File: config.mk
export PLATFORM = sky130hd
export DESIGN_NAME = dco_period_counter
export DESIGN_NICKNAME = d
export VERILOG_FILES = /design/src/rtl/dco_period_counter.sv
export SDC_FILE = /design/constraint.sdc
export NUM_CORES = 1
export LEC_CHECK = 0
export CORE_UTILIZATION = 40
export CTS_BUF_LIST = sky130_fd_sc_hd__clkbuf_8 sky130_fd_sc_hd__clkbuf_16
export CTS_CLUSTER_SIZE = 12
export DETAILED_ROUTE_END_ITERATION = 10
export GPL_ROUTABILITY_DRIVEN = 0
export SKIP_CTS_REPAIR_TIMING = 1
export SYNTH_ARGS = -nofsm -noshare
export SYNTH_HDL_FRONTEND = slang
export SYNTH_SLANG_ARGS = --single-unit
File: constraint.sdc
create_clock -name dco_clk -period 9.9 [get_ports dco_clk]
set_input_delay 1.485 -clock dco_clk [delete_from_list [all_inputs] [get_ports dco_clk]]
set_output_delay 1.485 -clock dco_clk [all_outputs]
set_load 0.03 [all_outputs]
File: src/rtl/dco_period_counter.sv
// DCO period counter: measures dco_clk cycles per reference pulse,
// reports signed error against fcw and derives a frequency-lock flag.
module dco_period_counter #(
  parameter int CNT_W    = 12,
  parameter int LOCK_TOL = 2,
  parameter int LOCK_CNT = 8
) (
  input  logic             dco_clk,
  input  logic             rst_n,
  input  logic             enable,
  input  logic             ref_clk_pulse,
  input  logic [CNT_W-1:0] fcw,
  output logic [CNT_W-1:0] count,
  output logic [CNT_W:0]   freq_err,
  output logic             err_valid,
  output logic             ovf,
  output logic             lock
);

  typedef enum logic [1:0] {
    IDLE,
    ARM,
    COUNT
  } state_t;

  localparam int LC_W = $clog2(LOCK_CNT + 1);
  localparam logic [CNT_W-1:0] CNT_MAX = '1;
  localparam logic [LC_W-1:0] LC_MAX = LC_W'(LOCK_CNT);
  localparam logic [CNT_W:0] TOL = (CNT_W + 1)'(LOCK_TOL);

  state_t state, state_n;
  logic [CNT_W-1:0] cnt;
  logic [LC_W-1:0] lock_cnt;

  logic             sat;
  logic [CNT_W-1:0] period;
  logic [CNT_W:0]   err;
  logic [CNT_W:0]   abs_err;
  logic             in_tol;
  logic             meas;
  logic [LC_W-1:0]  lc_inc;

  // Measurement arithmetic for the current pulse cycle
  always_comb begin
    sat     = (cnt == CNT_MAX);
    period  = sat ? cnt : cnt + 1'b1;
    err     = {1'b0, period} - {1'b0, fcw};
    abs_err = err[CNT_W] ? -err : err;
    in_tol  = !sat && (abs_err <= TOL);
    meas    = (state == COUNT) && enable
              && ref_clk_pulse;
    lc_inc  = (lock_cnt == LC_MAX) ? LC_MAX
              : lock_cnt + 1'b1;
  end

  // State register
  always_ff @(posedge dco_clk or negedge rst_n) begin
    if (!rst_n) state <= IDLE;
    else        state <= state_n;
  end

  // Next-state logic; disable always wins
  always_comb begin
    state_n = state;
    unique case (state)
      IDLE:  if (enable) state_n = ARM;
      ARM: begin
        if (!enable)           state_n = IDLE;
        else if (ref_clk_pulse) state_n = COUNT;
      end
      COUNT: if (!enable) state_n = IDLE;
      default: state_n = IDLE;
    endcase
  end

  // Period counter and measurement outputs
  always_ff @(posedge dco_clk or negedge rst_n) begin
    if (!rst_n) begin
      cnt       <= '0;
      count     <= '0;
      freq_err  <= '0;
      err_valid <= 1'b0;
      ovf       <= 1'b0;
    end else begin
      err_valid <= 1'b0;
      if (state == ARM && enable && ref_clk_pulse) begin
        cnt <= '0;
      end else if (meas) begin
        count     <= period;
        freq_err  <= err;
        ovf       <= sat;
        err_valid <= 1'b1;
        cnt       <= '0;
      end else if (state == COUNT && enable && !sat) begin
        cnt <= cnt + 1'b1;
      end
    end
  end

  // Lock qualification over consecutive good measurements
  always_ff @(posedge dco_clk or negedge rst_n) begin
    if (!rst_n) begin
      lock_cnt <= '0;
      lock     <= 1'b0;
    end else if (!enable) begin
      lock_cnt <= '0;
      lock     <= 1'b0;
    end else if (meas) begin
      if (in_tol) begin
        lock_cnt <= lc_inc;
        if (lc_inc == LC_MAX) lock <= 1'b1;
      end else begin
        lock_cnt <= '0;
        lock     <= 1'b0;
      end
    end
  end

endmodule

==> flow_metrics.py, run 1 <==
metrics = {
    "sta": {
        "finalHoldViolCount": 0,
        "tightest_slew_ns": 1.29,
        "finalMaxSlewViolations": 0,
        "period_needed_ns": 5.12,
        "period_share": 0.517,
        "setup_viol": 0,
        "rsz0062_at_grt": "no",
        "worst_hold_slack_ns": 0.479,
        "fin_skew_ns": 0.00714,
        "max_slew_margin": 0.128,
        "fin_tns_setup_ns": 0,
        "max_freq_mhz": 195,
    },
    "job": {
        "maxCapViolCount": 0,
    },
    "cts": {
        "insertion_delay_ns": 0.30,
        "htreeDepth": 2,
        "cts_buffers": 5,
        "cts_buffer_depth": 2,
        "root_buffer": "clkbuf_8",
        "numClockSinks": 46,
        "path_clk_slew_ns": 0.09,
        "cts_tree": "done",
    },
    "die": {
        "die-width_um": 92.9,
        "fp.coreArea_sq_um": 7850,
        "die_h_um": 92.9,
        "dieArea_sq_um": 8630,
        "fp-row-count": 32,
        "pin_count": 44,
        "start_util": 0.421,
    },
    "power_and_ir_drop": {
        "finalPower_uw": 521,
        "powerDensity_nw_per_um2": 134,
        "p_leak_uw": 0.00177,
        "ir_drop_uv": 64.6,
    },
    "worst_setup_path": {
        "critical_path_class": "reg -> reg",
        "cp_max_fo": 13,
        "timing.rr.start": "cnt[0]",
        "cp-startpoint": "cnt[0]",
        "slowest_stage": "a211oi_2",
        "cp.required_ns": 10.11,
        "crit_chain": "ha_1, and3_1, nand3_1, nor2_1, nand3_1, xnor2_1, ha_1, fa_1, nand2b_2, a21o_1, a211oi_2, a31oi_1, a311o_1, a2111oi_0, a32oi_1, o31ai_2",
        "slowest_delay_ns": 0.52,
        "cp.arrival_ns": 5.33,
        "start_kind": "register",
        "cp-end-kind": "register",
    },
    "synth": {
        "syn_nets": 407,
        "yosysTopAreaCell": "dfrtp_1",
        "syn_area_sq_um": 3300,
        "ys_seq_elements": 46,
        "yosysMostFrequentCell": "dfrtp_1",
        "synth_top_cells_by_count": "dfrtp_1, nand2_1, o21ai_0",
        "synth_top_cell_area_share": 0.348,
        "yosys_warnings": 0,
        "synth_edf_count": 0,
        "synth.area.top_cells": "dfrtp_1, ha_1, o21ai_0",
        "ys_types": 74,
        "ys_seq_area_frac": 0.348,
        "synth-async-reset-ratio": 1.00,
        "postSynthAreaPerCell_sq_um": 8.86,
        "synthFlopType": "dfrtp_1",
        "syn_inst": 373,
    },
    "place": {
        "dp_hpwl_um": 5630,
        "dp_cells": 505,
        "port_buffers": 43,
    },
    "finish": {
        "syn2layout_area_growth_pct": 17.8,
        "final_nets": 444,
        "layout.cells.non_filler": 513,
        "fin_util": 0.496,
        "fillers": 784,
        "post_route_cells_drive_above_1_share": 0.109,
        "antennaDiodeCount": 0,
    },
    "run_status": {
        "status": "finished, final reports clean",
    },
    "global_routing": {
        "grt-ovfl-total": 0,
        "grt_usage": 0.187,
        "grt_max_degree": 47,
        "grt_pass1_wl_um": 12900,
        "grt_pass1_vias": 2720,
        "antenna_found_initial": 0,
    },
    "drt": {
        "ant_nets": 0,
        "drt_iter0_drc": 125,
        "drt_pass1_iterations": 4,
        "wl_um": 7530,
        "via_per_inst": 5.54,
        "wl_per_cell_um": 14.7,
        "num_vias": 2844,
        "drc_errors": 0,
    },
    "min_path": {
        "hp-class": "reg -> reg",
        "hold_path.startpoint": "freq_err[11]",
    },
}
==> cells by family (layout without fill, tap and decap cells) <==
family                     Yosys count  in the layout  share of synthesized area
xor gates and xnor gates            13             13                     0.0390
and+or+nand+nor                    129            129                      0.198
adders and majority gates           18             18                     0.0705
muxes                               12             12                     0.0405
buffers and inverters               35             73                     0.0436
DFF                                 46             46                      0.348
AOI/OAI and AO/OA                  120            120                      0.259
==> through the flow <==
stage | instance area (sq um) | worst slack (ns)
3_5_place_dp | 3800 | 4.84
5_1_grt | 3890 | 4.27
4_1_cts | 3890 | 4.79
6_report | 3890 | 4.78
2_1_floorplan | 3300 | 5.51
3_3_place_gp | 3800 | 5.01
==> layer usage <==
layer / global-route usage / routed length [um] / vias up / part of all wire
met5: 0 / 0 / - / 0
met4: 0.0538 / 116 / 0 / 0.015
met3: 0.0287 / 235 / 13 / 0.031
met2: 0.319 / 3560 / 62 / 0.47
met1: 0.244 / 3620 / 1344 / 0.48
li1: - / - / 1425 / -
==> worst max-delay path, delay by kind of cell, from the launching register on <==
family                   cells  cell delay (ns)
XOR/XNOR                     1             0.30
AO/OA/AOI/OAI                7             1.98
flip-flops                   1             0.44
AND/OR/NAND/NOR              5             1.39
adder cells (fa/ha/maj)      3             0.93
==> cell usage in the layout, fill, tap and decap left out, drive strengths merged, types with 5 or more instances in the layout <==
cell	netlist	layout
nor2	22	22
o21a	5	5
o31ai	6	6
nor2b	8	8
nor3	6	6
clkbuf	7	6
ha	17	17
o21ai	43	43
a21oi	24	24
a211oi	5	5
inv	21	22
nand3	16	16
nand2b	9	9
mux2	11	11
xnor2	7	7
clkdlybuf4s50	0	42
and3	10	10
xor2	6	6
nand2	43	43
dfrtp	46	46
==> final timing paths <==
check,endpoint,slack (ns),cells past startpoint
min in group asynchronous,count[3],1.36,1
worst max-delay path,lock_cnt[2],4.78,16
worst max register to register,lock_cnt[2],4.78,16
worst min-delay path,freq_err[11],0.48,2
worst min register to register,freq_err[11],0.48,2
max in group asynchronous,err_valid,7.90,1
==> registers in the layout, indices dropped and copies added (netlist names) <==
name	count
cnt	12
lock_cnt	4
freq_err	13
state	2
count	12
ovf	1
err_valid	1
lock	1
==> final cells by class <==
class | instances | area (sq um) | share of cell area
Clock buffer | 6 | 82.6 | 0.0212
Inverter | 21 | 78.8 | 0.0203
Sequential cell | 46 | 1150 | 0.296
Timing Repair Buffer | 44 | 433 | 0.111
Multi-Input combinational cell | 292 | 2010 | 0.516
Tap cell | 102 | 128 | 0.0328
Clock inverter | 2 | 8.76 | 0.00225
==> power breakdown <==
group          total (uW)  internal, uW  leakage [uW]  switching (uW)
logic                 183          75.0       0.00109             108
registers             220           209      0.000623            11.0
clock network         118          55.4     0.0000524            62.8
total                 521           339       0.00177             182
No activity file was read; power rests on OpenSTA's default activity.
==> run 2, diff against run 1 <==
==> constraint.sdc (replaced) <==
create_clock -name dco_clk -period 4.3 [get_ports dco_clk]
set_input_delay 0.645 -clock dco_clk [delete_from_list [all_inputs] [get_ports dco_clk]]
set_output_delay 0.645 -clock dco_clk [all_outputs]
set_load 0.03 [all_outputs]
==> flow_metrics.py, run 2 (synthesis results as in run 1) <==
metrics = {
    "worst_setup_path": {
        "start_kind": "register",
        "crit_chain": "ha_2, and3_4, nand3_2, nor2_2, nand3_2, xnor2_2, ha_2, fa_2, nand2b_4, a21oi_1, xnor2_1, buf_4, nand3_1, o211ai_1, a31oi_1, a2111oi_2, nand3_2, o31ai_2",
        "slowest_stage": "dfrtp_1",
        "critPathBufInv": 1,
        "cp-end-kind": "register",
        "critPathMostFrequentCell": "nand3_2",
        "critical_path_class": "reg -> reg",
        "slowest_delay_ns": 0.39,
        "cp_max_fo": 5,
        "critPathTopFamily": "compound AO/OA/AOI/OAI gates",
        "cp.arrival_ns": 4.23,
        "cp.required_ns": 4.52,
    },
    "die": {
        "dieArea_sq_um": 8630,
        "fp.coreArea_sq_um": 7850,
        "start_util": 0.421,
        "die-width_um": 92.9,
        "fp-row-count": 32,
        "pin_count": 44,
        "die_h_um": 92.9,
    },
    "place": {
        "dp_cells": 517,
        "dp_slack_ns": -0.0509,
        "dp_hpwl_um": 5870,
        "port_buffers": 43,
    },
    "drt": {
        "drc_errors": 0,
        "ant_nets": 0,
        "via_per_inst": 5.53,
        "num_vias": 2922,
        "wl_um": 7960,
        "drt_iter0_drc": 113,
        "drt_pass1_iterations": 4,
        "wl_per_cell_um": 15.1,
    },
    "cts": {
        "cts_tree": "done",
        "insertion_delay_ns": 0.30,
        "numClockSinks": 46,
        "cts_buffer_depth": 2,
        "htreeDepth": 2,
        "root_buffer": "clkbuf_8",
        "path_clk_slew_ns": 0.09,
        "cts_buffers": 5,
    },
    "finish": {
        "regMostFlops": "freq_err",
        "post_route_cells_drive_above_1_share": 0.188,
        "multi_input_area_sq_um": 2150,
        "antennaDiodeCount": 0,
        "final_cell_mix": "dfrtp_1, nand2_1, clkdlybuf4s50_1",
        "final_nets": 460,
        "final_common_cell": "dfrtp_1",
        "syn2layout_area_growth_pct": 25.3,
        "seq_area_sq_um": 1150,
        "reg_top3": "freq_err: 13 flops, cnt: 12 flops, count: 12 flops",
        "largest_reg_flops": 13,
        "fillers": 771,
        "layout.cells.non_filler": 528,
    },
    "sta": {
        "period_share": 0.934,
        "period_needed_ns": 4.01,
        "finalHoldViolCount": 0,
        "setup_viol": 0,
        "rsz0062_at_grt": "no",
        "tightest_slew_ns": 1.03,
        "max_slew_margin": 0.313,
        "fin_tns_setup_ns": 0,
        "fin_skew_ns": 0.00558,
        "finalMaxSlewViolations": 0,
        "fin_ws_ns": 0.286,
        "max_freq_mhz": 249,
    },
    "global_routing": {
        "grt_max_degree": 47,
        "grt-ovfl-total": 0,
        "grt_usage": 0.191,
        "grt_pass1_vias": 2850,
        "grt_pass1_wl_um": 13200,
        "antenna_found_initial": 0,
    },
    "job": {
        "maxCapViolCount": 0,
    },
    "min_path": {
        "hp-class": "reg -> reg",
    },
    "run_status": {
        "status": "finished, final reports clean",
    },
    "power_and_ir_drop": {
        "powerDensity_nw_per_um2": 295,
        "p_leak_uw": 0.00185,
        "ir_drop_uv": 137,
    },
}
-- run 2: final timing paths --
kind                        startpoint          end  slack [ns]  cells after the start
max                             cnt[1]  lock_cnt[2]        0.29                     18
min                        freq_err[5]  freq_err[5]        0.48                      2
max reg2reg                     cnt[1]  lock_cnt[2]        0.29                     18
min reg2reg                freq_err[5]  freq_err[5]        0.48                      2
max in group asynchronous        rst_n    err_valid        3.14                      1
min in group asynchronous        rst_n  freq_err[5]        0.52                      1
-- run 2: layer usage --
metal | GRT usage | vias to the layer above | part of all wire
met5 | 0 | - | 0
met4 | 0.0692 | 0 | 0.019
met3 | 0.0304 | 15 | 0.033
met2 | 0.308 | 58 | 0.47
met1 | 0.257 | 1401 | 0.48
li1 | - | 1448 | -
-- run 2: layout make-up --
cell class | count | share of cell area
clock buffer | 5 | 0.0166
clock inverter | 2 | 0.00181
inverter | 21 | 0.0191
multi-input combinational | 292 | 0.520
sequential | 46 | 0.278
tap | 102 | 0.0308
timing repair buffer | 60 | 0.134
-- run 2: worst min-delay path: cells and delay by family (launching register included) --
family,cells,cell delay [ns]
AO/OA/AOI/OAI,1,0.06
flip-flops,1,0.35
AND/OR/NAND/NOR,1,0.05
-- run 2: power by group --
group / internal, uW / leakage [uW] / switching [uW]
logic: 195 / 0.00118 / 262
clock network: 108 / 0.0000466 / 148
registers: 481 / 0.000623 / 26.2
total: 784 / 0.00185 / 436
-- run 2: per-stage QoR --
stage                     total power [uW]  hold slack (ns)  utilization  cell area, sq um
after detailed placement               956            0.469        0.496              3890
after global routing                  1290            0.509        0.527              4140
final                                 1220            0.480        0.527              4140
after global placement                 952            0.461        0.496              3890
after floorplan                        781            0.349            -              3310
after CTS                             1210            0.490        0.506              3970
==> run 3, diff against run 2 <==
--- a/config.mk
+++ b/config.mk
@@ -5,11 +5,12 @@
 export SDC_FILE = /design/constraint.sdc
 export NUM_CORES = 1
 export LEC_CHECK = 0
-export CORE_UTILIZATION = 40
+export CORE_UTILIZATION = 50
 export CTS_BUF_LIST = sky130_fd_sc_hd__clkbuf_8 sky130_fd_sc_hd__clkbuf_16
 export CTS_CLUSTER_SIZE = 12
 export DETAILED_ROUTE_END_ITERATION = 10
 export GPL_ROUTABILITY_DRIVEN = 0
+export PLACE_DENSITY = 0.76
 export SKIP_CTS_REPAIR_TIMING = 1
 export SYNTH_ARGS = -nofsm -noshare
 export SYNTH_HDL_FRONTEND = slang
==> flow_metrics.py, run 3 (synthesis results as in run 1) <==
metrics = {
    "job": {
        "maxCapViolCount": 0,
    },
    "sta": {
        "setup_viol": 0,
        "period_needed_ns": 4.16,
        "finalHoldViolCount": 0,
        "tightest_slew_ns": 1.30,
        "rsz0062_at_grt": "yes",
        "max_freq_mhz": 241,
        "fin_skew_ns": 0.00205,
        "max_slew_margin": 0.122,
        "finalMaxSlewViolations": 0,
        "period_share": 0.967,
    },
    "place": {
        "port_buffers": 43,
        "dp_hpwl_um": 5670,
    },
    "finish": {
        "largest_reg_flops": 13,
        "antennaDiodeCount": 0,
        "regMostFlops": "freq_err",
        "final_common_cell": "dfrtp_1",
        "reg_top3": "freq_err: 13 flops, cnt: 12 flops, count: 12 flops",
        "fillers": 521,
        "final_cell_mix": "dfrtp_1, nand2_1, clkdlybuf4s50_1",
        "post_route_cells_drive_above_1_share": 0.182,
        "final_nets": 457,
        "fin_util": 0.640,
        "syn2layout_area_growth_pct": 23.1,
    },
    "drt": {
        "drc_errors": 0,
        "wl_um": 7810,
        "drt_iter0_drc": 135,
        "via_per_inst": 5.92,
        "ant_nets": 0,
        "num_vias": 2961,
        "drt_pass1_iterations": 5,
        "wl_per_cell_um": 15.6,
    },
    "cts": {
        "insertion_delay_ns": 0.30,
        "cts_buffer_depth": 2,
        "cts_tree": "done",
        "path_clk_slew_ns": 0.08,
        "numClockSinks": 46,
        "htreeDepth": 2,
        "cts_buffers": 5,
        "root_buffer": "clkbuf_8",
    },
    "worst_setup_path": {
        "rr_endpoint": "lock_cnt[2]",
        "timing.rr.start": "cnt[1]",
        "r2r_slack_ns": 0.14,
        "cp.required_ns": 4.51,
        "critical_path_class": "reg -> reg",
        "cp-end-kind": "register",
        "r2r_cells": 17,
        "cp_max_fo": 7,
        "cp.arrival_ns": 4.37,
        "start_kind": "register",
    },
    "min_path": {
        "hold_path.startpoint": "freq_err[7]",
        "hp-class": "reg -> reg",
        "hold_depth": 2,
        "hold_end": "freq_err[7]",
    },
    "global_routing": {
        "antenna_found_initial": 0,
        "grt_max_degree": 47,
        "grt-ovfl-total": 0,
        "grt_pass1_vias": 2792,
        "grt_pass1_wl_um": 12800,
        "grt_usage": 0.225,
    },
    "run_status": {
        "status": "finished, final reports clean",
    },
    "die": {
        "start_util": 0.520,
        "die-width_um": 83.3,
        "fp.coreArea_sq_um": 6350,
        "die_h_um": 83.3,
        "pin_count": 44,
        "dieArea_sq_um": 6940,
        "fp-row-count": 29,
    },
    "power_and_ir_drop": {
        "p_leak_uw": 0.00183,
        "ir_drop_uv": 222,
        "finalPower_uw": 1210,
        "powerDensity_nw_per_um2": 297,
    },
}
run 3: worst max path at each step:
stage | from | end | slack [ns]
global placement | cnt[0] | lock_cnt[2] | -0.04
finish | cnt[1] | lock_cnt[2] | 0.14
global route | cnt[1] | lock_cnt[2] | -0.05
detailed placement | cnt[0] | lock_cnt[2] | -0.08
CTS | cnt[0] | lock_cnt[2] | -0.13
floorplan | cnt[0] | lock_cnt[2] | 0.009
run 3: final cells by class:
type,instances,area [sq um],area share
timing repair buffer,57,531,0.131
clock inverter,2,10.0,0.00246
multi-input combinational,292,2130,0.524
sequential,46,1150,0.283
tap,77,96.3,0.0237
inverter,21,78.8,0.0194
clock buffer,5,68.8,0.0169
run 3: worst max-delay path, cell delays in order, from the launching register on:
cell,delay (ns)
dfrtp_1,0.41
ha_1,0.20
and3_4,0.21
nand3_1,0.11
nor2_2,0.17
buf_4,0.15
and3_1,0.25
nor2_1,0.08
a21oi_2,0.20
ha_2,0.37
a21oi_2,0.22
o21ai_4,0.14
nor2_2,0.26
a21oi_1,0.13
or3_4,0.41
a2111oi_4,0.32
nand3_2,0.19
o31ai_2,0.25
run 3: per-layer routing:
metal,track usage,up-vias,share of wire
met5,0,-,0
met4,0.0721,0,0.016
met3,0.0368,11,0.044
met2,0.385,77,0.49
met1,0.292,1426,0.45
li1,-,1447,-
run 3: stage by stage:
step	setup TNS, ns	hold slack, ns	cell area [sq um]	instances	setup slack, ns
final	0	0.482	4070	500	0.142
after detailed placement	-0.161	0.470	3830	488	-0.0818
after global placement	-0.0741	0.460	3830	488	-0.0379
after global routing	-0.0989	0.508	4070	500	-0.0540
after floorplan	0	0.349	3310	373	0.00903
after CTS	-0.355	0.489	3910	495	-0.128
run 3: report_power, final:
part / internal, uW / switching (uW)
clock: 109 / 142
sequential: 481 / 25.5
combinational: 189 / 261
total: 779 / 428
